--- src/rtl/alu64_reg.sv ---
// 64-bit execute-stage ALU with a ripple-carry adder/subtractor.
// Result and NZVC flags are registered, giving one cycle of latency.
module alu64_reg #(
    parameter int unsigned WIDTH = 64
) (
    input  logic             clk,
    input  logic             reset_n,
    input  logic [WIDTH-1:0] A,
    input  logic [WIDTH-1:0] B,
    input  logic [2:0]       cntrl,
    output logic [WIDTH-1:0] result,
    output logic             negative,
    output logic             zero,
    output logic             overflow,
    output logic             carry_out
);

    localparam logic [2:0] OP_PASS_B = 3'b000;
    localparam logic [2:0] OP_ADD    = 3'b010;
    localparam logic [2:0] OP_SUB    = 3'b011;
    localparam logic [2:0] OP_AND    = 3'b100;
    localparam logic [2:0] OP_OR     = 3'b101;
    localparam logic [2:0] OP_XOR    = 3'b110;

    logic [WIDTH-1:0] b_eff;
    logic [WIDTH-1:0] sum;
    logic [WIDTH:0]   carry;

    logic [WIDTH-1:0] result_d, result_q;
    logic             negative_d, negative_q;
    logic             zero_d, zero_q;
    logic             overflow_d, overflow_q;
    logic             carry_out_d, carry_out_q;

    // Ripple chain of one-bit full adders; cntrl[0] both inverts B and injects the +1 for subtract.
    always_comb begin
        b_eff    = cntrl[0] ? ~B : B;
        carry    = '0;
        sum      = '0;
        carry[0] = cntrl[0];
        for (int i = 0; i < int'(WIDTH); i++) begin
            sum[i]     = A[i] ^ b_eff[i] ^ carry[i];
            carry[i+1] = (A[i] & b_eff[i]) | (carry[i] & (A[i] ^ b_eff[i]));
        end
    end

    // Operation select and flag generation.
    always_comb begin
        result_d    = '0;
        overflow_d  = 1'b0;
        carry_out_d = 1'b0;
        case (cntrl)
            OP_PASS_B: result_d = B;
            OP_ADD, OP_SUB: begin
                result_d    = sum;
                carry_out_d = carry[WIDTH];
                overflow_d  = carry[WIDTH] ^ carry[WIDTH-1];
            end
            OP_AND:    result_d = A & B;
            OP_OR:     result_d = A | B;
            OP_XOR:    result_d = A ^ B;
            default:   result_d = '0;
        endcase
        negative_d = result_d[WIDTH-1];
        zero_d     = (result_d == '0);
    end

    always_ff @(posedge clk or negedge reset_n) begin
        if (!reset_n) begin
            result_q    <= '0;
            negative_q  <= 1'b0;
            zero_q      <= 1'b1;
            overflow_q  <= 1'b0;
            carry_out_q <= 1'b0;
        end else begin
            result_q    <= result_d;
            negative_q  <= negative_d;
            zero_q      <= zero_d;
            overflow_q  <= overflow_d;
            carry_out_q <= carry_out_d;
        end
    end

    assign result    = result_q;
    assign negative  = negative_q;
    assign zero      = zero_q;
    assign overflow  = overflow_q;
    assign carry_out = carry_out_q;

endmodule

--- config.mk ---
export PLATFORM = sky130hd
export DESIGN_NAME = alu64_reg
export DESIGN_NICKNAME = d
export VERILOG_FILES = /design/src/rtl/alu64_reg.sv
export SDC_FILE = /design/constraint.sdc
export NUM_CORES = 1
export LEC_CHECK = 0
export CAP_MARGIN = 10
export CORE_ASPECT_RATIO = 1.4
export CORE_MARGIN = 3
export CORE_UTILIZATION = 57
export CTS_BUF_LIST = sky130_fd_sc_hd__clkbuf_8
export CTS_CLUSTER_SIZE = 40
export DETAILED_ROUTE_END_ITERATION = 6
export GPL_TIMING_DRIVEN = 1
export PLACE_DENSITY = 0.9
export SLEW_MARGIN = 20
export SYNTH_ARGS = -nofsm -noshare
export SYNTH_HDL_FRONTEND = slang
export SYNTH_SLANG_ARGS = --single-unit
export TNS_END_PERCENT = 100
--- constraint.sdc ---
create_clock -name clk -period 1.5 [get_ports clk]
set_input_delay 0.3 -clock clk [delete_from_list [all_inputs] [get_ports clk]]
set_output_delay 0.3 -clock clk [all_outputs]
set_load 0.02 [all_outputs]
==> metrics.yaml, run 1 <==
die:
  row_count: 52
  io_pins: 201
  initial_utilization: 0.5827
  die_w_um: 108.9
  dieHeight_um: 150.1
run_status:
  status: "aborted with a tool error"
  firstError: "[ERROR GRT-0232] Routing congestion too high. Check the congestion heatmap in the GUI."
  stop_stage: "global routing (5_1_grt)"
logic_synthesis:
  syn_area_per_cell_um2: 9.425
  postSynthCellCount: 897
  ys_warn_count: 0
  synth.area.top_cells: "dfrtp_1 (20%), ha_1 (19%), fa_1 (15%)"
  yosys.area.top_type_share: 0.1954
  ys_types: 46
  synth-seq-cells: 67
  syn_nets: 1221
  synthesis.area_mm2: 0.008454
  ys_seq_area_frac: 0.1985
  synth.largest_area_cell: "dfrtp_1"
placed_design:
  place_congestion: 0.9206
  port_buffers: 200
  dpl_cell_area_mm2: 0.01257
  hpwl_um: 26370
  pre_cts_slack_ns: -24.78
cts:
  htreeDepth: 3
  numClockSinks: 67
  root_buffer: "clkbuf_8"
  cts-buffers-inserted: 9
  clk_path_buf_depth: 2
sta:
  worstEndpointType: "register input"
  crit_endpoint: "zero$_DFF_PN1_/D"
global_routing:
  grt_max_degree: 58
  overflow: 17
  grtUsageTotal: 0.7335
## cell usage after synthesis, drive strengths merged
master,instances
inv,177
ha,128
dfrtp,66
fa,63
xor2,60
buf,57
a21oi,48
o31ai,43
o221ai,42
a22o,41
nand2,31
nor4,17
nor2b,14
a31oi,13
o211ai,12
clkbuf,9
nand2b,8
o21ai,7
o311a,7
a221oi,6
or3,6
nor2,5
a21o,4
mux2,4
nand4,4
o22a,4
xnor2,4
a2bb2oi,3
a211oi,2
and2,2
nor3b,2
a32oi,1
dfstp,1
mux4,1
nand3b,1
nor3,1
o22ai,1
o311ai,1
or3b,1
## stage by stage
stage          hold WS, ns  cells  TNS (ns)  utilization
4_1_cts             0.3476   1497   -825.77       0.9076
2_1_floorplan     0.004409    897   -815.65            -
3_3_place_gp        0.2332   1480   -852.57       0.8664
3_5_place_dp        0.2393   1480   -876.06       0.8664
## per-layer routing
| layer | GRT overflow | GRT usage |
|---|---|---|
| met5 | 0 | 0.09091 |
| met4 | 12 | 0.7720 |
| met3 | 1 | 0.5761 |
| met2 | 4 | 0.9001 |
| met1 | 0 | 0.7231 |
## cell families after synthesis
family	synth area share
AOI/OAI and AO/OA	0.2069
xor gates and xnor gates	0.06630
adders and majority gates	0.3386
buffers and inverters	0.1222
DFF	0.1985
muxes	0.007991
and+or+nand+nor	0.05949
## what timing repair did
item | 4_1_cts
hold endpoints to repair | 18
hold buffers | 1
buffers inserted | 8
pin swaps | 34
resized for setup | 181
endpoints found under the setup margin | 135
==> run 2: changes to the inputs <==
--- a/config.mk
+++ b/config.mk
@@ -6,14 +6,11 @@
 export NUM_CORES = 1
 export LEC_CHECK = 0
 export CAP_MARGIN = 10
-export CORE_ASPECT_RATIO = 1.4
 export CORE_MARGIN = 3
-export CORE_UTILIZATION = 57
-export CTS_BUF_LIST = sky130_fd_sc_hd__clkbuf_8
-export CTS_CLUSTER_SIZE = 40
+export CORE_UTILIZATION = 40
 export DETAILED_ROUTE_END_ITERATION = 6
 export GPL_TIMING_DRIVEN = 1
-export PLACE_DENSITY = 0.9
+export PLACE_DENSITY_LB_ADDON = 0.15
 export SLEW_MARGIN = 20
 export SYNTH_ARGS = -nofsm -noshare
 export SYNTH_HDL_FRONTEND = slang
==> run 2 against run 1 <==
Compared with the run above:
- the flow now finishes, with violations (setup timing)
- synthesized cell count did not move
- area after synthesis did not move
==> metrics.yaml, run 2 <==
critical_path:
  setup.worst_path.start_class: "input pin"
  worstPathArrival_ns: 24.96
  worstPathRequired_ns: 1.75
  crit_top_cell: "fa_2"
  max_stage_delay_ns: 0.48
  crit_type: "input pin to register"
  crit_path_end_kind: "register"
  critPathSlowestCell: "fa_2"
  cp_max_fo: 2
logic_synthesis:
  synth.area.top_cells: "dfrtp_1 (20%), ha_1 (19%), fa_1 (15%)"
  ys_types: 46  # unchanged
  postSynthCellCount: 897  # unchanged
  ys.flop_type: "dfrtp_1"
  ys_warn_count: 0  # unchanged
  synth-edff-count: 0  # unchanged
  yosys.area.top_type_share: 0.1954  # unchanged
  synth-seq-cells: 67  # unchanged
  syn_nets: 1221  # unchanged
  synthesis.area_mm2: 0.008454  # unchanged
  syn_area_per_cell_um2: 9.425  # unchanged
  synth_commonest_cells: "inv_1 (176), ha_1 (128), dfrtp_1 (66), fa_1 (63), xor2_1 (60)"
  async_flop_share: 1.000  # unchanged
  ys_seq_area_frac: 0.1985  # unchanged
  yosysMostFrequentCell: "inv_1"
  synth.largest_area_cell: "dfrtp_1"
finish:
  utilization: 0.6493
  num-fill-cells: 1740
  final_common_cell: "buf_4"
  nets: 1614
  drive_gt1_frac: 0.3215
  n_antenna_cell: 0
  most-common-layout-cells: "buf_4 (229), inv_1 (170), ha_1 (128)"
  syn_to_final_growth_pct: 57.39
  largest_reg_flops: 63
  final_cell_area_mm2: 0.01331
cts:
  cts-buffers-inserted: 9  # unchanged
  clk_path_buf_depth: 2  # unchanged
  clkTransAtPathRegs_ns: 0.05
  numClockSinks: 67  # unchanged
  tritoncts: "done"
  root_buffer: "clkbuf_16"
  htreeDepth: 3  # unchanged
die:
  die_w_um: 151.4  # +39%
  dieArea_mm2: 0.02292
  row_count: 52  # unchanged
  initial_utilization: 0.4125  # -0.1702
  dieHeight_um: 151.4  # +0.85%
  coreArea_mm2: 0.02049
  io_pins: 201  # unchanged
sta:
  whs_ns: 0.3930
  drv_slew: 0
  fin_crit_ns: 24.70
  maxSlewHeadroom: 0.5741
  max_freq_mhz: 40.48
  worstMarginPinSlew_ns: 0.6375
  fin_crit_sh: 16.47
  fin_ws_ns: -23.20
  finalHoldViolCount: 0
  finalSetupViolCount: 65
  rsz0062_at_grt: "true"
placed_design:
  port_buffers: 200  # unchanged
  dpl_cell_area_mm2: 0.01261  # +0.29%
  place_congestion: 0.8300  # -9.8%
  hpwl_um: 22150  # -16%
routing:
  via_per_inst: 5.188
  drc: 0
  wirelength_um: 28620
  antenna_left: 0
  via_count: 8114
  wl_per_cell_um: 18.30
  drtIter0Drc: 382
  first_pass_iters: 4
global_routing:
  antenna_found_initial: 0
  grt_pass1_vias: 8524
  grt_pass1_wl_um: 44390
  grt_max_degree: 62
  grtUsageTotal: 0.2501
  met3_usage: 0.04907
  gr-usage-met2: 0.4092
  overflow: 0
  grt_use_met1: 0.3253
  top_usage_layer: "met2"
run_status:
  status: "finished with violations"
  failed_checks: "setup timing"
worst_hold_path:
  hold_path.class: "input pin to async pin"
power_and_ir_drop:
  power_density_mw_per_mm2: 672.8
  max-vdd-ir-drop_mv: 0.4601
  leakagePower_uw: 0.006547
run:
  drv_cap: 0
[run 2: per-stage QoR]
| stage | cells | power [uW] | setup TNS (ns) | setup WS [ns] |
|---|---|---|---|---|
| after global routing | 1564 | 9563 | -809.42 | -23.79 |
| final | 1564 | 8952 | -792.26 | -23.20 |
| after CTS | 1561 | 8915 | -799.35 | -23.53 |
| after detailed placement | 1544 | 6648 | -855.10 | -24.22 |
| after global placement | 1544 | 6568 | -848.00 | -23.96 |
| after floorplan | 897 | 4389 | -815.65 | -23.22 |
[run 2: per-layer routing]
| layer | vias up | wire length (um) |
|---|---|---|
| met3 | 56 | 1679 |
| met1 | 3966 | 12330 |
| li1 | 3862 | - |
| met5 | - | 0 |
| met4 | 0 | 924 |
| met2 | 230 | 13690 |
[run 2: worst max-delay path by stage]
stage / from / to / slack [ns] / cells after the start
3_3_place_gp: B[0] / zero / -23.96 / 77
2_1_floorplan: cntrl[0] / zero / -23.22 / 81
5_1_grt: B[0] / zero / -23.79 / 77
4_1_cts: B[0] / zero / -23.53 / 77
6_report: B[0] / zero / -23.20 / 77
3_5_place_dp: B[0] / zero / -24.22 / 77
[run 2: worst max-delay path, delay by kind of cell]
family	cells	cell delay, ns
AO/OA/AOI/OAI	3	0.44
adder cells (fa/ha/maj)	63	22.94
buffers and inverters	7	0.44
multiplexers	1	0.30
AND/OR/NAND/NOR	3	0.51
[run 2: kinds of logic (layout without fill, tap and decap cells)]
kind of cell               after synthesis  after routing  share of synthesized area
and+or+nand+nor                         92             92                    0.05949
DFF                                     67             67                     0.1985
AOI/OAI and AO/OA                      235            235                     0.2069
buffers and inverters                  243            640                     0.1222
muxes                                    5              5                   0.007991
xor gates and xnor gates                64             64                    0.06630
adders and majority gates              191            191                     0.3386
[run 2: what timing repair did]
item | in CTS | in global routing
endpoints found under the hold margin | 17 | 0
gates resized for setup | 144 | 24
setup endpoints to repair | 135 | 67
setup buffers | 5 | 6
hold buffers | 1 | 0
cloned | 1 | 2
pin swaps | 75 | 20
[run 2: cell type report]
| cell class | instances | area [um^2] | share of cell area |
|---|---|---|---|
| Inverter | 177 | 664.4 | 0.04993 |
| Multi-Input combinational cell | 587 | 6286 | 0.4724 |
| Tap cell | 270 | 337.8 | 0.02539 |
| Sequential cell | 67 | 1678 | 0.1261 |
| Clock buffer | 13 | 260.3 | 0.01956 |
| Timing Repair Buffer | 448 | 4045 | 0.3040 |
| Clock inverter | 2 | 35.03 | 0.002633 |
[run 2: report_power, final]
group / total, uW / internal [uW] / switching, uW
combinational: 4670 / 2310 / 2350
sequential: 2120 / 2050 / 67.1
clock: 2170 / 1370 / 802
total: 8950 / 5730 / 3220
(Power assumes the default switching activity.)
==> run 3: changes to the inputs <==
--- a/config.mk
+++ b/config.mk
@@ -5,11 +5,12 @@
 export SDC_FILE = /design/constraint.sdc
 export NUM_CORES = 1
 export LEC_CHECK = 0
-export CAP_MARGIN = 10
+export CAP_MARGIN = 15
 export CORE_MARGIN = 3
 export CORE_UTILIZATION = 40
 export DETAILED_ROUTE_END_ITERATION = 6
 export GPL_TIMING_DRIVEN = 1
+export MAX_ROUTING_LAYER = met4
 export PLACE_DENSITY_LB_ADDON = 0.15
 export SLEW_MARGIN = 20
 export SYNTH_ARGS = -nofsm -noshare
==> run 3 against run 2 <==
Compared with the run above:
- the flow still finishes with violations (setup timing)
- sequential power is essentially flat
- sequential cell count unchanged
- first-iteration DRC count rose by 1.3%
- design area did not move
- combinational power about the same
- hold slack got worse by 0.0036 ns
- critical path depth stayed put
- maximum frequency is essentially flat
- clock-buffer cell count unchanged
- wire length hardly changed
- sequential share of layout area stayed put
- clock power hardly changed
- critical endpoint unchanged
==> metrics.yaml, run 3 (synthesis gave the netlist of run 2 again) <==
sta:
  fin_crit_sh: 16.46  # about the same
  drv_slew: 0  # unchanged
  fin_crit_ns: 24.69  # -0.007800 ns
  finalSetupTns_ns: -791.79  # +0.4700 ns
  max_freq_mhz: 40.50  # about the same
  fin_ws_ns: -23.19  # +0.007800 ns
  worstMarginPinSlew_ns: 0.6452  # +0.007648 ns
  finalHoldViolCount: 0  # unchanged
  maxSlewHeadroom: 0.5690  # -0.005109
  rsz0062_at_grt: "true"
  finalSetupViolCount: 65  # unchanged
die:
  dieHeight_um: 151.4  # unchanged
  dieArea_mm2: 0.02292  # unchanged
  io_pins: 201  # unchanged
  die_w_um: 151.4  # unchanged
  initial_utilization: 0.4125  # unchanged
  row_count: 52  # unchanged
  coreArea_mm2: 0.02049  # unchanged
cts:
  numClockSinks: 67  # unchanged
  htreeDepth: 3  # unchanged
  cts-buffers-inserted: 9  # unchanged
  clk_path_buf_depth: 2  # unchanged
  clkTransAtPathRegs_ns: 0.05  # about the same
  tritoncts: "done"
  root_buffer: "clkbuf_16"
critical_path:
  crit_type: "input pin to register"
  worstPathArrival_ns: 24.95  # about the same
  critPathSlowestCell: "fa_2"
  cp_max_fo: 2  # unchanged
  max_stage_delay_ns: 0.48  # about the same
  crit_path_end_kind: "register"
  setup.worst_path.start_class: "input pin"
  crit_top_cell: "fa_2"
  worstPathRequired_ns: 1.76  # about the same
routing:
  first_pass_iters: 5  # +1
  antenna_left: 0  # unchanged
  wl_per_cell_um: 18.31  # about the same
  via_per_inst: 5.193  # about the same
  drc: 0  # unchanged
  drtIter0Drc: 387  # +1.3%
  wirelength_um: 28640  # about the same
  via_count: 8122  # +0.099%
power_and_ir_drop:
  max-vdd-ir-drop_mv: 0.4701  # +2.2%
  leakagePower_uw: 0.006547  # unchanged
  power_density_mw_per_mm2: 673.4  # about the same
worst_hold_path:
  hold_path.class: "input pin to async pin"
finish:
  multi_input_area_mm2: 0.006286  # unchanged
  num-fill-cells: 1740  # unchanged
  utilization: 0.6493  # unchanged
  drive_gt1_frac: 0.3215  # unchanged
  most-common-layout-cells: "buf_4 (229), inv_1 (170), ha_1 (128)"
  syn_to_final_growth_pct: 57.39  # unchanged
  regArea_mm2: 0.001678  # unchanged
  nets: 1614  # unchanged
  n_antenna_cell: 0  # unchanged
  final_common_cell: "buf_4"
  largest_reg_flops: 63  # unchanged
global_routing:
  grtUsageTotal: 0.2575  # +0.007425
  grt_pass1_vias: 8513  # -0.13%
  grt_max_degree: 62  # unchanged
  overflow: 0  # unchanged
  grt_pass1_wl_um: 44460  # +0.14%
  antenna_found_initial: 0  # unchanged
run_status:
  failed_checks: "setup timing"
  status: "finished with violations"
placed_design:
  place_congestion: 0.8427  # +1.5%
  hpwl_um: 22150  # unchanged
  port_buffers: 200  # unchanged
run:
  drv_cap: 0  # unchanged
## run 3: cell counts in the layout (fill, tap and decap cells not counted)
No cell type changed its count.
## run 3: timing repair
action	4_1_cts	5_1_grt
cloned	1	2
setup endpoints to repair	135	67
gates resized for setup	144	24
hold buffers	1	0
setup buffers	5	6
pin swaps	75	20
endpoints found under the hold margin	17	0
## run 3: layer usage
metal | wire, um | GRT usage
met1 | 12320 | 0.3262
met2 | 13710 | 0.4083
met3 | 1577 | 0.04099
met4 | 1028 | 0.1124
met5 | 0 | -
## run 3: through the flow
step	instance area, um^2	worst slack, ns	hold slack [ns]	total power, uW	cells
2_1_floorplan	8678	-23.22	0.004409	4389	897
3_3_place_gp	12610	-23.96	0.2131	6568	1544
3_5_place_dp	12610	-24.22	0.2114	6648	1544
4_1_cts	13120	-23.53	0.3879	8915	1561
5_1_grt	13310	-23.79	0.4248	9556	1564
6_report	13310	-23.19	0.3894	8960	1564
## run 3: area by class of cell
type | count | area share
clock inverter | 2 | 0.002633
clock buffer | 13 | 0.01956
sequential | 67 | 0.1261
tap | 270 | 0.02539
inverter | 177 | 0.04993
multi-input combinational | 587 | 0.4724
timing repair buffer | 448 | 0.3040
## run 3: worst max-delay path: cells and delay by family
family	cells	cell delay, ns
adder cells (fa/ha/maj)	63	22.94
AND/OR/NAND/NOR	3	0.52
buffers and inverters	7	0.45
AO/OA/AOI/OAI	3	0.44
multiplexers	1	0.30
## run 3: final timing paths
kind                          from          to  slack [ns]  depth (start not counted)
setup / recovery              B[0]        zero      -23.19                         77
hold / removal             reset_n  result[26]        0.39                          2
max in group asynchronous  reset_n  result[62]        0.61                          3
min in group clk              B[0]   result[0]        0.43                          4
## run 3: power breakdown
part | switching (uW) | internal (uW) | total [uW]
combinational | 2350 | 2310 | 4660
clock | 812 | 1370 | 2180
sequential | 67.3 | 2050 | 2120
total | 3230 | 5730 | 8960
==> run 4: changes to the inputs <==
--- a/config.mk
+++ b/config.mk
@@ -8,6 +8,7 @@
 export CAP_MARGIN = 15
 export CORE_MARGIN = 3
 export CORE_UTILIZATION = 40
+export CTS_BUF_LIST = sky130_fd_sc_hd__clkbuf_4
 export DETAILED_ROUTE_END_ITERATION = 6
 export GPL_TIMING_DRIVEN = 1
 export MAX_ROUTING_LAYER = met4
==> run 4 against run 3 <==
Compared with the run above:
- combinational power fell by 1%
- clock power fell by 44%
- sequential power barely moved
- design area fell by 2.2%
- the run still ends with setup timing left
- setup slack got worse by 0.049 ns
- clock-buffer cell count fell by 2
- final cell count did not move
- hold slack got worse by 0.12 ns
- largest cell class unchanged
- wire length fell by 3.4%
- critical path type unchanged
==> metrics.yaml, run 4 (synthesis gave the netlist of run 2 again) <==
power_and_ir_drop:
  leakagePower_uw: 0.006381  # -2.5%
  power_density_mw_per_mm2: 610.5  # -9.3%
  p_total_uw: 7947  # -11%
  max-vdd-ir-drop_mv: 0.3029  # -36%
routing:
  wl_per_cell_um: 17.69  # -3.4%
  drtIter0Drc: 363  # -6.2%
  drc: 0  # unchanged
  first_pass_iters: 5  # unchanged
  via_count: 8040  # -1.0%
  wirelength_um: 27670  # -3.4%
  antenna_left: 0  # unchanged
  via_per_inst: 5.141  # -1.0%
sta:
  whs_ns: 0.2719  # -0.1174 ns
  finalSetupTns_ns: -788.32  # +3.473 ns
  fin_crit_ns: 24.74  # +0.04860 ns
  finalHoldViolCount: 0  # unchanged
  finalSetupViolCount: 67  # +3.1%
  fin_crit_sh: 16.50  # +0.03240
  fin_ws_ns: -23.24  # -0.04860 ns
  maxSlewHeadroom: 0.5746  # +0.005574
  drv_slew: 0  # unchanged
  worstMarginPinSlew_ns: 0.6368  # -0.008344 ns
  max_freq_mhz: 40.42  # -0.20%
  rsz0062_at_grt: "true"
cts:
  tritoncts: "done"
  htreeDepth: 3  # unchanged
  cts-buffers-inserted: 9  # unchanged
  numClockSinks: 67  # unchanged
  clk_path_buf_depth: 2  # unchanged
  root_buffer: "clkbuf_4"
  clkTransAtPathRegs_ns: 0.12  # +0.07 ns
critical_path:
  max_stage_delay_ns: 0.46  # -0.02 ns
  crit_top_cell: "fa_2"
  cp_max_fo: 3  # +1
  worstPathRequired_ns: 1.86  # +0.10 ns
  critPathSlowestCell: "fa_2"
  crit_type: "input pin to register"
  worstPathArrival_ns: 25.10  # +0.15 ns
  crit_path_end_kind: "register"
  setup.worst_path.start_class: "input pin"
placed_design:
  place_congestion: 0.8427  # unchanged
  port_buffers: 200  # unchanged
  hpwl_um: 22150  # unchanged
die:
  row_count: 52  # unchanged
  dieHeight_um: 151.4  # unchanged
  io_pins: 201  # unchanged
  coreArea_mm2: 0.02049  # unchanged
  dieArea_mm2: 0.02292  # unchanged
  initial_utilization: 0.4125  # unchanged
  die_w_um: 151.4  # unchanged
finish:
  largest_reg_flops: 63  # unchanged
  num-fill-cells: 1784  # +2.5%
  utilization: 0.6352  # -0.01410
  syn_to_final_growth_pct: 53.97
  nets: 1611  # -0.19%
  final_common_cell: "buf_4"
  most-common-layout-cells: "buf_4 (228), inv_1 (170), ha_1 (128)"
  drive_gt1_frac: 0.3191  # -0.002351
run:
  drv_cap: 0  # unchanged
worst_hold_path:
  hold_path.class: "input pin to async pin"
global_routing:
  grtUsageTotal: 0.2492  # -0.008269
  grt_pass1_vias: 8362  # -1.8%
  grt_pass1_wl_um: 43150  # -2.9%
  overflow: 0  # unchanged
  antenna_found_initial: 2  # +2
  grt_max_degree: 123  # +98%
run_status:
  failed_checks: "setup timing"
  status: "finished with violations"
==> run 4: worst paths after layout <==
| check | to | start | cells after the start |
|---|---|---|---|
| min in group clk | result[0] | B[0] | 4 |
| worst max-delay path | zero | cntrl[0] | 77 |
| max in group asynchronous | result[62] | reset_n | 3 |
| worst min-delay path | result[6] | reset_n | 2 |
==> run 4: power breakdown <==
| group | internal, uW | total [uW] | switching [uW] | leakage, uW |
|---|---|---|---|---|
| logic | 2290 | 4600 | 2310 | 0.00551 |
| registers | 2050 | 2120 | 73.1 | 0.000801 |
| clock network | 524 | 1230 | 702 | 0.0000718 |
| total | 4860 | 7950 | 3090 | 0.00638 |
==> run 4: per-layer routing <==
metal / GRT usage / vias up / part of all wire
met3: 0.04548 / 63 / 0.052
met2: 0.4012 / 225 / 0.47
li1: - / 3853 / -
met5: - / - / 0
met4: 0.09293 / 0 / 0.033
met1: 0.3136 / 3899 / 0.44
==> run 4: timing repair <==
item                                    in CTS  in global routing
resized for setup                          156                 45
buffers inserted                             5                  2
pin swaps                                   25                 18
endpoints found under the setup margin     135                 90
cloned                                       0                  1
hold buffers                                 1                  0
hold endpoints to repair                    32                  0
==> run 4: worst max-delay path: cells and delay by family <==
kind	cells	cell delay (ns)
simple gates	3	0.55
buf+inv	7	0.47
mux	1	0.27
fa+ha+maj	63	23.02
compound gates	3	0.41
==> run 4: layout make-up <==
cell class,count,area (um^2),share of cell area
multi-input combinational,587,6213,0.4773
clock buffer,11,82.58,0.006344
clock inverter,4,42.54,0.003268
timing repair buffer,445,3991,0.3066
tap,270,337.8,0.02595
antenna,3,7.507,0.0005767
inverter,177,664.4,0.05104
sequential,67,1678,0.1289
==> run 4: stage by stage <==
step | instance area (um^2) | std cells | setup slack, ns
2_1_floorplan | 8678 | 897 | -23.22
3_3_place_gp | 12610 | 1544 | -23.96
3_5_place_dp | 12610 | 1544 | -24.22
4_1_cts | 12900 | 1560 | -23.38
5_1_grt | 13020 | 1564 | -23.93
6_report | 13020 | 1564 | -23.24
